--- config.mk ---
export PLATFORM = sky130hd
export DESIGN_NAME = multi_stage_buffer
export DESIGN_NICKNAME = d
export VERILOG_FILES = /design/src/rtl/buffer_pkg.sv /design/src/rtl/multi_stage_buffer_mem.sv /design/src/rtl/multi_stage_buffer.sv
export SDC_FILE = /design/constraint.sdc
export NUM_CORES = 1
export LEC_CHECK = 0
export CORE_UTILIZATION = 55
export CTS_BUF_LIST = sky130_fd_sc_hd__clkbuf_8
export DETAILED_ROUTE_END_ITERATION = 16
export GPL_TIMING_DRIVEN = 0
export PLACE_DENSITY_LB_ADDON = 0.1
export RECOVER_POWER = 100
export SLEW_MARGIN = 10
export SYNTH_ARGS = -nofsm -noshare
export SYNTH_HDL_FRONTEND = slang
export SYNTH_SLANG_ARGS = --single-unit
--- constraint.sdc ---
create_clock -name clk_i -period 2 [get_ports clk_i]
set_input_delay 0.4 -clock clk_i [delete_from_list [all_inputs] [get_ports clk_i]]
set_output_delay 0.4 -clock clk_i [all_outputs]
set_load 0.005 [all_outputs]
--- src/rtl/buffer_pkg.sv ---
// Shared helpers for the multi-stage valid/ready buffer: count width and parameter sanity check.
package buffer_pkg;

   function automatic int unsigned f_cnt_width(input int unsigned depth);
      return $clog2(depth + 1);
   endfunction

   // Depth must be a power of two >= 2 so the pointers can wrap naturally.
   function automatic bit f_params_ok(input int unsigned depth, input int unsigned afull);
      return (depth >= 2) && ((depth & (depth - 1)) == 0) && (afull >= 1) && (afull <= depth);
   endfunction

endpackage

--- src/rtl/multi_stage_buffer_mem.sv ---
// Register array for the buffer: one write port, one asynchronous read port, no reset.
module multi_stage_buffer_mem #(
   parameter int unsigned G_DATA_SIZE = 8,
   parameter int unsigned G_DEPTH     = 4,
   localparam int unsigned AW         = $clog2(G_DEPTH)
) (
   input  logic                   clk_i,
   input  logic                   we_i,
   input  logic [AW-1:0]          waddr_i,
   input  logic [G_DATA_SIZE-1:0] wdata_i,
   input  logic [AW-1:0]          raddr_i,
   output logic [G_DATA_SIZE-1:0] rdata_o
);

   logic [G_DATA_SIZE-1:0] mem_q [G_DEPTH];

   always_ff @(posedge clk_i) begin
      if (we_i) begin
         mem_q[waddr_i] <= wdata_i;
      end
   end

   assign rdata_o = mem_q[raddr_i];

endmodule

--- src/rtl/multi_stage_buffer.sv ---
// First-word-fall-through FIFO with valid/ready on both sides, fill level, almost-full and flush.
module multi_stage_buffer
   import buffer_pkg::*;
#(
   parameter int unsigned G_DATA_SIZE = 8,
   parameter int unsigned G_DEPTH     = 4,
   parameter int unsigned G_AFULL     = G_DEPTH - 1,
   localparam int unsigned CW         = f_cnt_width(G_DEPTH)
) (
   input  logic                   clk_i,
   input  logic                   rst_ni,
   input  logic                   flush_i,
   input  logic                   s_valid_i,
   output logic                   s_ready_o,
   input  logic [G_DATA_SIZE-1:0] s_data_i,
   output logic                   m_valid_o,
   input  logic                   m_ready_i,
   output logic [G_DATA_SIZE-1:0] m_data_o,
   output logic [CW-1:0]          fill_o,
   output logic                   afull_o
);

   localparam int unsigned AW = $clog2(G_DEPTH);

   if (!f_params_ok(G_DEPTH, G_AFULL)) begin : g_param_check
      $error("multi_stage_buffer: G_DEPTH must be a power of two >= 2 and G_AFULL in 1..G_DEPTH");
   end

   logic [AW-1:0] wr_ptr_q, wr_ptr_d;
   logic [AW-1:0] rd_ptr_q, rd_ptr_d;
   logic [CW-1:0] count_q, count_d;
   logic          s_ready_q, s_ready_d;
   logic          afull_q, afull_d;
   logic          push, pop, we;

   // Ready comes from a register so it never depends on m_ready_i in the same cycle.
   always_comb begin
      push     = s_valid_i && s_ready_q;
      pop      = (count_q != '0) && m_ready_i;
      wr_ptr_d = wr_ptr_q;
      rd_ptr_d = rd_ptr_q;
      count_d  = count_q;
      if (flush_i) begin
         wr_ptr_d = '0;
         rd_ptr_d = '0;
         count_d  = '0;
      end else begin
         if (push) begin
            wr_ptr_d = wr_ptr_q + AW'(1);
         end
         if (pop) begin
            rd_ptr_d = rd_ptr_q + AW'(1);
         end
         if (push && !pop) begin
            count_d = count_q + CW'(1);
         end else if (pop && !push) begin
            count_d = count_q - CW'(1);
         end
      end
      s_ready_d = (count_d != CW'(G_DEPTH));
      afull_d   = (count_d >= CW'(G_AFULL));
      we        = push && !flush_i && rst_ni;
   end

   always_ff @(posedge clk_i) begin
      if (!rst_ni) begin
         wr_ptr_q  <= '0;
         rd_ptr_q  <= '0;
         count_q   <= '0;
         s_ready_q <= 1'b1;
         afull_q   <= 1'b0;
      end else begin
         wr_ptr_q  <= wr_ptr_d;
         rd_ptr_q  <= rd_ptr_d;
         count_q   <= count_d;
         s_ready_q <= s_ready_d;
         afull_q   <= afull_d;
      end
   end

   multi_stage_buffer_mem #(
      .G_DATA_SIZE (G_DATA_SIZE),
      .G_DEPTH     (G_DEPTH)
   ) u_mem (
      .clk_i   (clk_i),
      .we_i    (we),
      .waddr_i (wr_ptr_q),
      .wdata_i (s_data_i),
      .raddr_i (rd_ptr_q),
      .rdata_o (m_data_o)
   );

   assign s_ready_o = s_ready_q;
   assign m_valid_o = (count_q != '0);
   assign fill_o    = count_q;
   assign afull_o   = afull_q;

endmodule

==> flow_metrics.tcl <==
set metrics [dict create \
    status "complete, no violations" \
    drc 0 \
    vias 1003 \
    ys.warnings.count 0 \
    instances_no_fill 193 \
    gp_congestion 0.7273 \
    firstDrtPassIters 4 \
    maxSlewHeadroom_pct 67.76 \
    r2r_cells 8 \
    area_growth_pct 23.09 \
    worstPathRequired_ns 1.60 \
    leakage_nw 0.7968 \
    timing.fmax_mhz 520.3 \
    dp.cells 180 \
    crit_arrival_ns 1.52 \
    clk_latency_ns 0.28 \
    synth_top_area_share_pct 53.89 \
    powerDensity_mw_per_mm2 748.0 \
    syn_inst 110 \
    drt_iter0_markers 26 \
    gr-total-overflow 0 \
    cpMaxStageDelayCell "mux4_2" \
    numCtsBuffers 5 \
    finalHoldViolations 0 \
    pwr-share-seq_pct 59.5 \
    power.internal_mw 1.288 \
    ctsHoldBuffers 0 \
    hold_path.class "register to register" \
    avgViaCountPerCell 5.197 \
    hp-start "wr_ptr_q[1]$_SDFFE_PP0P_" \
    rr_startpoint "fill_o[0]$_SDFF_PN0_" \
    worst_pin_slew_ns 0.4825 \
    cts_tree "done" \
    htreeDepth 2 \
    grt_max_degree 14 \
    cts.clk_slew.worst_paths_ns 0.07 \
    syn_nets 130 \
    rows 20 \
    end_kind "primary output" \
    gr-max-usage-layer "met2" \
    syn_area_mm2 0.001783 \
    start_kind "register" \
    hold_path_depth 2 \
    coreArea_mm2 0.003053 \
    skew_ns 0.004862 \
    ys_types 34 \
    crit_buf_inv 3 \
    vdd_drop_max_mv 0.4175 \
    combPwrFrac_pct 9.3 \
    cp_max_fo 7 \
    fin_total_pwr_mw 1.641 \
    crit_top_cell "clkbuf_2" \
    seq_area_frac_synth_pct 66.25 \
    sw_frac_of_total_pct 21.52 \
    period_needed_ns 1.922 \
    final_cell_mix "32 x edfxtp_1, 12 x dlygate4sd3_1, 10 x dfxtp_1" \
    die_w_um 58.94 \
    path_depth 4 \
    p_sw_mw 0.3532 \
    dp_hpwl_um 1911 \
    finalCritPeriodShare_pct 96.09 \
    wl_um 2737 \
    final_common_cell "edfxtp_1" \
    root_buffer "clkbuf_8" \
    max_cap_viol_count 0 \
    clkPwrFrac_pct 31.2 \
    start_util_pct 58.40 \
    final.setup.tns_ns 0 \
    grtUsageMet2_pct 31.33 \
    wire_per_inst_um 14.18 \
    grtUsageMet3_pct 5.055 \
    io_buffers 26 \
    rsz0062_at_grt "no" \
    cts.path.max_buffers 2 \
    finalMaxSlewViolations 0 \
    ys_seq_elements 43 \
    io_pins 27 \
    drive_gt1_share_pct 22.15 \
    clock-sinks 43 \
    grt_usage_pct 17.79 \
    grt_use_met1_pct 20.63 \
    synth_top_area_cell "edfxtp_1" \
    crit_type "register to primary output" \
    cp_top_family "multiplexers" \
    antenna_found_initial 0 \
    syn_avg_cell_area_um2 16.21 \
    grt_pass1_wl_um 4395 \
    grt_pass1_vias 961 \
    layout.nets 168 \
    slowest_delay_ns 0.49 \
    n_antenna_cell 0 \
    netlist_top_cells_area "edfxtp_1 54%, dfxtp_1 12%, mux4_2 10%" \
    die-area_mm2 0.003473 \
    dieHeight_um 58.94 \
    finalSetupViolCount 0 \
    ant_nets 0 \
    path_cells "buf_6, clkbuf_2, mux4_2, clkbuf_2" \
]
## per-layer routing
metal	up-vias	wire [um]	share of wire, %
li1	491	-	-
met1	484	1187	43
met2	26	1409	51
met5	-	0	0
met4	0	13	0.47
met3	2	127	4.6
## Yosys cell counts
cell type	n
nor3_4	1
o21ai_1	1
a311oi_1	1
nor2b_4	1
dfxtp_1	11
a21oi_2	1
ha_1	7
inv_1	5
mux4_2	8
clkbuf_1	1
o31ai_1	1
a22oi_2	1
nor2b_1	1
nand2b_2	1
mux2i_1	2
nor2_1	7
edfxtp_1	32
buf_1	1
a21oi_1	1
nand3_1	1
nand2b_1	1
and2_1	1
and3_1	4
xor2_1	1
a211oi_1	1
mux2i_2	1
nand2_1	7
xnor2_1	3
inv_4	1
a311o_1	1
nor3_1	1
buf_2	1
buf_6	1
nor4_1	1
## power groups by stage
stage               clock, mW  sequential (mW)  combinational [mW]
finish                  0.512            0.976               0.153
global route            0.555            0.978               0.167
CTS                     0.519            0.976               0.166
detailed placement          0            0.999               0.156
global placement            0            0.998               0.151
floorplan                   0            0.998              0.0846
## worst min-delay path: stages, from the launching register on
cell and delay [ns]:
dfxtp_1 0.34, nand2_1 0.07, a21oi_1 0.06
## through the flow
stage	instance area [um2]	setup WS (ns)	util, %	hold WS [ns]
5_1_grt	2195	0.004835	71.89	0.5544
3_3_place_gp	2098	-0.1239	68.73	0.4796
3_5_place_dp	2098	-0.2096	68.73	0.5095
4_1_cts	2236	0.01119	73.24	0.5201
6_report	2195	0.07811	71.89	0.5153
2_1_floorplan	1783	0.3361	-	0.4692
## registers in the layout (all words and copies together), names as in the netlist, named ones only
| signal | count |
|---|---|
| afull_o | 1 |
| fill_o | 3 |
| rd_ptr_q | 2 |
| s_ready_o | 1 |
| u_mem.mem_q | 32 |
| wr_ptr_q | 2 |
## kinds of logic (layout without fill, tap and decap cells)
logic type      after synthesis  count (layout)  synth area share (%)
compound gates                8               8                 3.649
xor+xnor                      4               4                 1.965
buf+inv                      10              49                 2.736
fa+ha+maj                     7               7                 4.912
flops                        43              43                 66.25
simple gates                 27              27                 8.492
mux                          11              11                 12.00
## path summary, 6_finish.rpt
kind | endpoint | slack, ns
max | m_data_o[5] | 0.08
min | wr_ptr_q[1]$_SDFFE_PP0P_ | 0.52
max reg2reg | s_ready_o$_SDFF_PN1_ | 0.20
min reg2reg | wr_ptr_q[1]$_SDFFE_PP0P_ | 0.52
## area by class of cell
class / count / area [um2]
Inverter: 6 / 25.02
Fill cell: 231 / 858.3
Buffer: 3 / 26.28
Clock inverter: 3 / 15.01
Clock buffer: 5 / 68.82
Tap cell: 44 / 55.05
Timing Repair Buffer: 32 / 270.3
Multi-Input combinational cell: 57 / 549.3
Sequential cell: 43 / 1185
## timing repair
action,in CTS,in global routing
buffers inserted,6,0
gates resized for setup,20,5
setup endpoints to repair,9,5
(Power assumes the default switching activity.)
